$ cat src/rtl/pc_unit.sv
// Program counter stage: holds the fetch address, applies the decoder's
// set/output/lock control code, and keeps a small LIFO of return addresses
// for interrupt entry and recovery.
module pc_unit #(
    parameter logic [15:0] RESET_ADDR  = 16'h0000,
    parameter int unsigned STACK_DEPTH = 4,
    parameter int unsigned PTR_W       = 3
) (
    input  logic             clk,
    input  logic             n_rst,
    input  logic [2:0]       i_pc_control_code,
    input  logic [15:0]      i_set_addr,
    input  logic             i_interrupt,
    input  logic [15:0]      i_int_vector,
    input  logic             i_recover,
    input  logic             i_err_clr,
    output logic [15:0]      o_addr_bus,
    output logic             o_addr_en,
    output logic [15:0]      o_pc,
    output logic [PTR_W-1:0] o_depth,
    output logic             o_stack_full,
    output logic             o_stack_empty,
    output logic             o_int_overflow,
    output logic             o_rec_underflow
);

    localparam int unsigned IDX_W = $clog2(STACK_DEPTH);
    localparam logic [PTR_W-1:0] FULL_CNT = PTR_W'(STACK_DEPTH);

    logic [15:0]      pc_q, pc_d;
    logic [PTR_W-1:0] depth_q, depth_d;
    logic             ovf_q, ovf_d;
    logic             udf_q, udf_d;
    logic             push;
    logic [15:0]      stack_q [STACK_DEPTH];

    logic             ctl_set, ctl_out, ctl_lock;
    logic             full, empty;
    logic [IDX_W-1:0] wr_idx, rd_idx;
    logic [PTR_W-1:0] rd_ptr;

    assign ctl_set  = i_pc_control_code[0];
    assign ctl_out  = i_pc_control_code[1];
    assign ctl_lock = i_pc_control_code[2];

    assign full   = (depth_q == FULL_CNT);
    assign empty  = (depth_q == '0);
    assign rd_ptr = depth_q - PTR_W'(1);
    assign wr_idx = depth_q[IDX_W-1:0];
    assign rd_idx = rd_ptr[IDX_W-1:0];

    // Next-state selection: interrupt > recover > lock > set > fetch > hold.
    always_comb begin
        pc_d    = pc_q;
        depth_d = depth_q;
        push    = 1'b0;
        // Clear applies first so that a same-cycle set event overrides it.
        ovf_d   = ovf_q & ~i_err_clr;
        udf_d   = udf_q & ~i_err_clr;
        if (i_interrupt) begin
            if (!full) begin
                push    = 1'b1;
                depth_d = depth_q + PTR_W'(1);
                pc_d    = i_int_vector;
            end else begin
                ovf_d = 1'b1;
            end
        end else if (i_recover) begin
            if (!empty) begin
                pc_d    = stack_q[rd_idx];
                depth_d = rd_ptr;
            end else begin
                udf_d = 1'b1;
            end
        end else if (ctl_lock) begin
            pc_d = pc_q;
        end else if (ctl_set) begin
            // Set takes precedence over fetch: JMP (3'b011) does not increment.
            pc_d = i_set_addr;
        end else if (ctl_out) begin
            pc_d = pc_q + 16'd1;
        end
    end

    // PC, stack pointer and sticky flags with asynchronous reset.
    always_ff @(posedge clk or negedge n_rst) begin
        if (!n_rst) begin
            pc_q    <= RESET_ADDR;
            depth_q <= '0;
            ovf_q   <= 1'b0;
            udf_q   <= 1'b0;
        end else begin
            pc_q    <= pc_d;
            depth_q <= depth_d;
            ovf_q   <= ovf_d;
            udf_q   <= udf_d;
        end
    end

    // Return-address storage; contents are don't-care after reset.
    always_ff @(posedge clk) begin
        if (push && n_rst) begin
            stack_q[wr_idx] <= pc_q;
        end
    end

    assign o_addr_en       = ctl_out & ~ctl_lock;
    assign o_addr_bus      = o_addr_en ? pc_q : 16'h0000;
    assign o_pc            = pc_q;
    assign o_depth         = depth_q;
    assign o_stack_full    = full;
    assign o_stack_empty   = empty;
    assign o_int_overflow  = ovf_q;
    assign o_rec_underflow = udf_q;

endmodule

$ cat config.mk
export PLATFORM = sky130hd
export DESIGN_NAME = pc_unit
export DESIGN_NICKNAME = d
export VERILOG_FILES = /design/src/rtl/pc_unit.sv
export SDC_FILE = /design/constraint.sdc
export NUM_CORES = 1
export LEC_CHECK = 0
export BUFFER_PORTS_ARGS = -buffer_cell sky130_fd_sc_hd__buf_2
export CAP_MARGIN = 20
export CORE_MARGIN = 3
export CORE_UTILIZATION = 50
export CTS_CLUSTER_DIAMETER = 60
export DETAILED_ROUTE_END_ITERATION = 7
export PLACE_DENSITY = 0.73
export SKIP_LAST_GASP = 1
export SLEW_MARGIN = 5
export SYNTH_ARGS = -nofsm -noshare
export SYNTH_HDL_FRONTEND = slang
export SYNTH_SLANG_ARGS = --single-unit
$ cat constraint.sdc
create_clock -name clk -period 3.4 [get_ports clk]
set_input_delay 1.02 -clock clk [delete_from_list [all_inputs] [get_ports clk]]
set_output_delay 1.02 -clock clk [all_outputs]
set_load 0.01 [all_outputs]
==> qor.txt, run 1 <==
CTS max path bufs -> 2
Setup Buffers After CTS -> 0
fin crit period -> 2.782 ns
Vias -> 3,081
placed cell area -> 0.004607 sq mm
crit path DAT -> 1.76 ns
status -> finished, final reports clean
mean post-synth cell area -> 12.72 sq um
Root Buffer Master -> clkbuf_8
synth top area cells -> edfxtp_1 47%, dfrtp_1 13%, mux4_2 7.8%, a21oi_1 3.1%, and2_1 3.1%
IO Count -> 80
die height -> 96.07 um
CTS tree -> done
Die X -> 96.07 um
Post-Route WL -> 10.56 mm
Post-Syn Area -> 0.004056 sq mm
GRT Total Usage -> 24.55%
crit path capture type -> output pin
Worst Setup Path Type -> in2out
clk sink count -> 85
Area Overhead vs Synth -> 18.51%
power per cell area -> 796.6 mW/mm^2
Leakage -> 1.895 nW
crit path max fanout -> 12
Mapped Cells -> 319
Tcrit/Tclk final -> 81.82%
largest net degree at the start of global routing -> 23
H-tree Lvls -> 3
hold_buf cts -> 0
Synth Net Count -> 365
Post-synth EDFFs -> 64
Distinct cells, synth -> 53
Layout Cell Area excl Fill -> 0.004807 sq mm
area of the core -> 0.007807 sq mm
Pins Over Slew Limit -> 0
post-layout util -> 61.57%
first-pass GRT wire length -> 16.33 mm
RSZ-0062 raised after global routing -> false
Num CTS Buffers -> 9
type of origin of the critical path -> primary input
post-DR wirelength/cell -> 20.58 um
placed cell count -> 497
Starting Density -> 51.96%
post-placement setup slack -> 0.4321 ns
ys async rst share -> 24.71%
IO buf count -> 79
post-synthesis sequential area ratio -> 60.33%
Clock Skew -> 0.01132 ns
GRT Residual Overflow -> 0
vias in the first global route -> 2,925
clock transition at the registers of the reported paths -> 0.09 ns
post-synth top area share -> 47.38%
DRT iter0 DRCs -> 269
post-route ant nets -> 0
latest clock arrival within the worst-skew pair -> 0.36 ns
worst vdd ir -> 0.3520 mV
post_cts resized -> 0
n_diodes -> 0
# nets final -> 452
antenna violations before repair -> 0
DR pass1 iterations -> 5
worst-margin pin slew -> 0.6137 ns
Critical Path RT -> 2.38 ns
Slew headroom -> 59.00%
Synth Warn # -> 0
Layout Cells excl Fill -> 513
Detailed Place HPWL -> 6.989 mm
proportion of layout cells with a drive suffix above 1 -> 30.66%
type of the tightest min-delay check -> reg2reg
Synth area leader -> edfxtp_1
die footprint -> 0.009229 sq mm
vias per cell -> 6.006
Yosys reg bits -> 85
Hold WS -> 0.5380 ns
gpl congestion -> 0.8517
row count -> 32
f_max -> 0.3595 GHz
drc violations -> 0
total negative slack -> 0 ns
total of max-cap violations -> 0
endpoints failing hold -> 0
Synth Flop Type -> edfxtp_1
Final WS setup -> 0.6181 ns
Pwr Total -> 3.829 mW
final setup violation count -> 0
-- worst paths after layout --
path,endpoint,slack (ns),cells after the start,startpoint
max,o_addr_bus[6],0.62,5,i_pc_control_code[1]
max in group asynchronous,o_pc[14],2.49,2,n_rst
max reg2reg,o_pc[7],0.90,8,o_depth[1]
min,o_int_overflow,0.54,2,o_int_overflow
min in group asynchronous,o_depth[1],0.66,2,n_rst
min reg2reg,o_int_overflow,0.54,2,o_int_overflow
-- cell families (layout without fill, tap and decap cells) --
logic type	after synthesis	after routing	share of synthesized area (%)
simple gates	96	96	12.15
fa+ha+maj	6	6	1.851
flops	85	85	60.33
xor+xnor	4	4	0.8638
mux	20	20	9.284
compound gates	79	79	12.49
buf+inv	29	121	3.023
-- cells in the final DEF, fill, tap and decap left out, drive strengths merged, types with 2 or more instances in the layout --
cell,n
nor2b,3
xor2,3
a2bb2oi,2
a21boi,2
or3,2
buf,93
nor2,10
o22ai,3
dfrtp,21
clkbuf,11
or4,2
nand2b,2
clkinv,3
o211ai,3
a222oi,2
nor3,7
nor4,3
o21ai,20
a22oi,3
inv,12
nand2,32
nand3,6
edfxtp,64
mux4,14
nand4,4
o221ai,8
and2,21
mux2i,5
a21oi,25
ha,6
-- layer usage --
metal / vias to the layer above / part of all wire (%) / track usage [%]
li1: 1394 / - / -
met1: 1547 / 44 / 35.54
met2: 126 / 48 / 37.32
met3: 14 / 6.6 / 3.753
met4: 0 / 1.7 / 9.834
met5: - / 0 / 0
-- state kept, by name, summed over array words and instances, names as in the netlist --
register         count
o_depth              3
o_pc                16
stack_q             64
o_int_overflow       1
o_rec_underflow      1
-- power breakdown --
part / switching [mW] / total, mW / internal [mW]
sequential: 0.310 / 1.75 / 1.44
combinational: 0.730 / 1.35 / 0.623
clock: 0.364 / 0.725 / 0.361
total: 1.40 / 3.83 / 2.43
-- area by class of cell --
type,instances,area (sq um)
fill,615,3000
sequential,85,2447
clock inverter,5,58.81
inverter,12,45.04
multi-input combinational,205,1486
clock buffer,11,141.4
timing repair buffer,93,500.5
tap,102,127.6
-- cell usage after synthesis, types with 3 or more instances --
cell type,n
mux2i_1,5
nand2_1,32
o221ai_1,8
nor4_1,3
ha_1,6
nor3_1,7
clkbuf_1,10
o21ai_0,18
mux4_2,14
a21oi_1,25
nand4_1,4
a22oi_1,3
and2_1,20
nor2_1,10
dfrtp_1,21
edfxtp_1,64
xor2_1,3
inv_1,11
buf_2,4
o211ai_1,3
o22ai_1,3
nor2b_1,3
nand3_1,6
-- critical path: stages --
cell and delay [ns]:
buf_2 0.10, nor2b_1 0.17, buf_4 0.20, and2_1 0.14
buf_2 0.13
(Power assumes the default switching activity.)
==> run 2: changes to the inputs <==
clock period = 2.68 ns   (was 3.4 ns; I/O delays follow)
==> run 2 against run 1 <==
Effect of this change: first-iteration DRC count is 10% lower; routed wire length fell by 1.2%; largest cell class unchanged; final area rose by 1.3%; sequential share of layout area shrank 0.67 points; via count decreased by 0.81%; sequential power up 24%; critical path type is now reg2out.
==> qor.txt, run 2 (synthesis gave the netlist of run 1 again) <==
status -> finished, final reports clean
Root Buffer Master -> clkbuf_8
FF+latch area -> 0.002447 sq mm
post-DR wirelength/cell -> 19.90 um
post-route ant nets -> 0
# nets final -> 463
latest clock arrival within the worst-skew pair -> 0.35 ns
switching power -> 1.770 mW
GRT Total Usage -> 24.37%
gpl congestion -> 0.8887
type of the tightest min-delay check -> in2async
DRT iter0 DRCs -> 242
Slew headroom -> 67.03%
Post-Route WL -> 10.43 mm
Final WS setup -> 0.1675 ns
type of origin of the critical path -> flop
Biggest register -> stack_q
commonest cells after routing, fill and taps aside -> 79 x buf_2, 64 x edfxtp_1, 31 x nand2_1
Starting Density -> 51.96%
vias per cell -> 5.832
total of max-cap violations -> 0
multi-input logic area -> 0.001489 sq mm
antenna violations before repair -> 0
CTS max path bufs -> 2
RSZ-0062 raised after global routing -> false
proportion of layout cells with a drive suffix above 1 -> 32.94%
Layout Cell Area excl Fill -> 0.004871 sq mm
DR pass1 iterations -> 4
crit path max fanout -> 7
first-pass GRT wire length -> 16.37 mm
post_cts resized -> 0
IO Count -> 80
endpoints failing hold -> 0
worst vdd ir -> 0.4639 mV
Pins Over Slew Limit -> 0
clk sink count -> 85
Net Sw Frac -> 36.72%
Critical Path RT -> 1.88 ns
hold_buf cts -> 0
# fillers -> 632
Area Overhead vs Synth -> 20.08%
area of the core -> 0.007807 sq mm
Tcrit/Tclk final -> 93.75%
Comb pwr share -> 37.7%
H-tree Lvls -> 3
final setup violation count -> 0
total negative slack -> 0 ns
IO buf count -> 79
Largest register FFs -> 64
post-placement setup slack -> 0.1794 ns
clock transition at the registers of the reported paths -> 0.08 ns
Leakage -> 1.947 nW
power per cell area -> 989.6 mW/mm^2
vias in the first global route -> 3,026
worst-margin pin slew -> 0.4901 ns
Cell Int Power -> 3.050 mW
n_diodes -> 0
fin crit period -> 2.513 ns
drc violations -> 0
Worst Setup Path Type -> reg2out
die footprint -> 0.009229 sq mm
Num CTS Buffers -> 9
placed cell area -> 0.004690 sq mm
f_max -> 0.3980 GHz
Clock Skew -> 0.006451 ns
largest net degree at the start of global routing -> 22
crit path capture type -> output pin
crit path DAT -> 1.71 ns
row count -> 32
share of power burned in registers -> 45.0%
most common cell after layout, fill and taps aside -> buf_2
die height -> 96.07 um
Setup Buffers After CTS -> 0
Detailed Place HPWL -> 7.240 mm
Vias -> 3,056
CTS tree -> done
Die X -> 96.07 um
clock network power share -> 17.3%
GRT Residual Overflow -> 0
-- run 2: layout make-up --
class	count	area share [%]
Clock buffer	12	3.185
Inverter	12	0.9247
Timing Repair Buffer	104	11.97
Tap cell	102	2.620
Sequential cell	85	50.24
Multi-Input combinational cell	205	30.57
Clock inverter	4	0.4881
-- run 2: path summary, 6_finish.rpt --
check | start | endpoint | slack [ns] | cells after the start
setup / recovery | o_depth[1] | o_stack_empty | 0.17 | 5
min in group clk | o_int_overflow | o_int_overflow | 0.54 | 2
max in group asynchronous | n_rst | o_pc[11] | 2.01 | 2
hold reg to reg | o_int_overflow | o_int_overflow | 0.54 | 2
setup reg to reg | o_depth[1] | o_pc[5] | 0.26 | 8
hold / removal | n_rst | o_depth[1] | 0.44 | 2
-- run 2: critical path: stages (launching register included) --
cell	delay (ns)
dfrtp_1	0.47
inv_1	0.18
ha_1	0.32
nand2b_1	0.16
inv_1	0.09
buf_2	0.13
-- run 2: layer usage --
layer	vias up	wire, um	track usage [%]
met3	29	697	5.082
met1	1463	4471	33.53
met2	142	4958	37.90
li1	1422	-	-
met4	0	301	9.834
met5	-	0	0
-- run 2: per-stage QoR --
stage                     power [mW]  cells  hold WS (ns)  utilization, %
final                          4.820    524        0.4399           62.39
after CTS                      4.849    524        0.4400           62.36
after global routing           5.135    524        0.4458           62.39
after global placement         3.958    508        0.5145           60.06
after floorplan                3.285    319        0.5084               -
after detailed placement       4.022    508        0.5240           60.06
-- run 2: power groups by stage --
stage	clock [mW]	sequential, mW	combinational (mW)
floorplan	0	2.18	1.10
global placement	0	2.17	1.79
detailed placement	0	2.19	1.83
CTS	0.848	2.16	1.84
global route	0.899	2.22	2.02
finish	0.832	2.17	1.82
==> run 3: changes to the inputs <==
CORE_UTILIZATION = 35   (was 50)
PLACE_DENSITY = default   (was 0.73)
clock period = 2.1 ns   (was 2.68 ns; I/O delays follow)
==> run 3 against run 2 <==
Effect of this change: power grew 45%; critical path depth is the same; die area grew 40%.
==> qor.txt, run 3 (synthesis gave the netlist of run 1 again) <==
worst-margin pin slew -> 0.4411 ns
GRT Total Usage -> 18.20%
Comb pwr share -> 40.7%
post-placement setup slack -> -0.1016 ns
placed cell area -> 0.004980 sq mm
Pins Over Slew Limit -> 0
n_diodes -> 0
Num CTS Buffers -> 9
latest clock arrival within the worst-skew pair -> 0.33 ns
placed cell count -> 570
antenna violations before repair -> 0
vias in the first global route -> 3,146
H-tree Lvls -> 3
Leakage -> 2.119 nW
crit path max-delay cell type -> buf_6
CP startpoint -> i_pc_control_code[1]
Detailed Place HPWL -> 8.159 mm
area of the core -> 0.01108 sq mm
Largest register FFs -> 64
CTS tree -> done
share of power burned in registers -> 37.0%
f_max -> 0.4951 GHz
crit path capture type -> output pin
Setup Buffers After CTS -> 0
IO buf count -> 79
Biggest register -> stack_q
Layout Cell Area excl Fill -> 0.005284 sq mm
Clock Skew -> 0.007231 ns
most common cell after layout, fill and taps aside -> buf_2
crit path max fanout -> 13
CTS max path bufs -> 2
first-pass GRT wire length -> 17.69 mm
clock network power share -> 22.3%
critical path's largest stage delay -> 0.19 ns
Starting Density -> 36.62%
DRT iter0 DRCs -> 276
Reg-to-Reg Start -> o_depth[0]
Cell Int Power -> 4.595 mW
Tcrit/Tclk final -> 96.18%
drc violations -> 0
vias per cell -> 5.317
Post-Route WL -> 11.30 mm
Root Buffer Master -> clkbuf_16
die height -> 113.7 um
switching power -> 2.408 mW
R2R depth -> 6
RSZ-0062 raised after global routing -> false
IO Count -> 80
Slew headroom -> 70.33%
Area Overhead vs Synth -> 30.26%
clock transition at the registers of the reported paths -> 0.06 ns
type of the tightest min-delay check -> in2async
clk sink count -> 85
Net Sw Frac -> 34.38%
Die X -> 113.7 um
worst path cell trace -> buf_2, nor2b_2, buf_6, and2_1, buf_2
Critical Path Sink -> o_addr_bus[5]
final setup violation count -> 0
Layout Cells excl Fill -> 586
post-DR wirelength/cell -> 19.28 um
largest net degree at the start of global routing -> 22
DR pass1 iterations -> 4
hold_buf cts -> 0
fin crit period -> 2.020 ns
gpl congestion -> 0.8414
Hold WS -> 0.3121 ns
worst vdd ir -> 0.5976 mV
GRT Residual Overflow -> 0
power per cell area -> 1325 mW/mm^2
proportion of layout cells with a drive suffix above 1 -> 36.77%
endpoints failing hold -> 0
post-route ant nets -> 0
reg2reg end -> o_pc[13]
total negative slack -> 0 ns
Final WS setup -> 0.08030 ns
row count -> 38
total of max-cap violations -> 0
crit path DAT -> 1.39 ns
R2R setup slack -> 0.14 ns
critical path's most frequent cell -> buf_2
status -> finished, final reports clean
die footprint -> 0.01292 sq mm
Worst Setup Path Type -> in2out
type of origin of the critical path -> primary input
Critical Path RT -> 1.47 ns
# nets final -> 487
Vias -> 3,116
commonest cells after routing, fill and taps aside -> 79 x buf_2, 64 x edfxtp_1, 44 x buf_4
## run 3: cell types whose count changed in the layout (fill, tap and decap cells not counted), moves of 2 or more
cell	change
clkbuf_8	-11
clkinv_2	-3
clkinv_1	+2
clkbuf_16	+9
buf_4	+19
buf_12	+4
## run 3: layer usage
layer / GRT usage (%) / part of all wire [%] / vias up
li1: - / - / 1471
met1: 24.97 / 44 / 1522
met2: 29.76 / 48 / 110
met3: 3.395 / 5.5 / 13
met4: 5.128 / 1.6 / 0
met5: 0 / 0 / -
## run 3: layout make-up
type                    instances  area, sq um
repair buffers                128        817.0
fillers                      1032         5794
clock buffers                  10        229.0
inverters                      12        45.04
multi-input cells             205         1508
well taps                     140        175.2
flip-flops and latches         85         2447
clock inverters                 6        62.56
## run 3: per-stage QoR
stage	util [%]	power, mW
detailed placement	44.95	5.500
finish	47.70	7.002
CTS	47.62	7.069
global route	47.70	7.416
global placement	44.95	5.435
floorplan	-	4.297
## run 3: worst min path at each step
| stage | slack [ns] | endpoint | from |
|---|---|---|---|
| detailed placement | 0.53 | o_int_overflow | o_int_overflow |
| finish | 0.31 | o_depth[2] | n_rst |
| CTS | 0.31 | o_depth[2] | n_rst |
| global placement | 0.52 | o_int_overflow | o_int_overflow |
| floorplan | 0.33 | o_depth[0] | n_rst |
| global route | 0.34 | o_depth[2] | n_rst |
## run 3: power by group through the flow
stage                     combinational (mW)  sequential (mW)  clock, mW
after floorplan                         1.51             2.78          0
after global placement                  2.83             2.60          0
after detailed placement                2.88             2.62          0
after CTS                               2.89             2.59       1.59
after global routing                    3.11             2.63       1.67
final                                   2.85             2.59       1.56
## run 3: worst max-delay path: cells and delay by family
family | cells | cell delay [ns]
buffers and inverters | 3 | 0.42
and+or+nand+nor | 2 | 0.33
## run 3: repair_timing
action	4_1_cts	5_1_grt
gates resized for setup	1	3
endpoints found under the setup margin	1	14
pin swaps	0	0
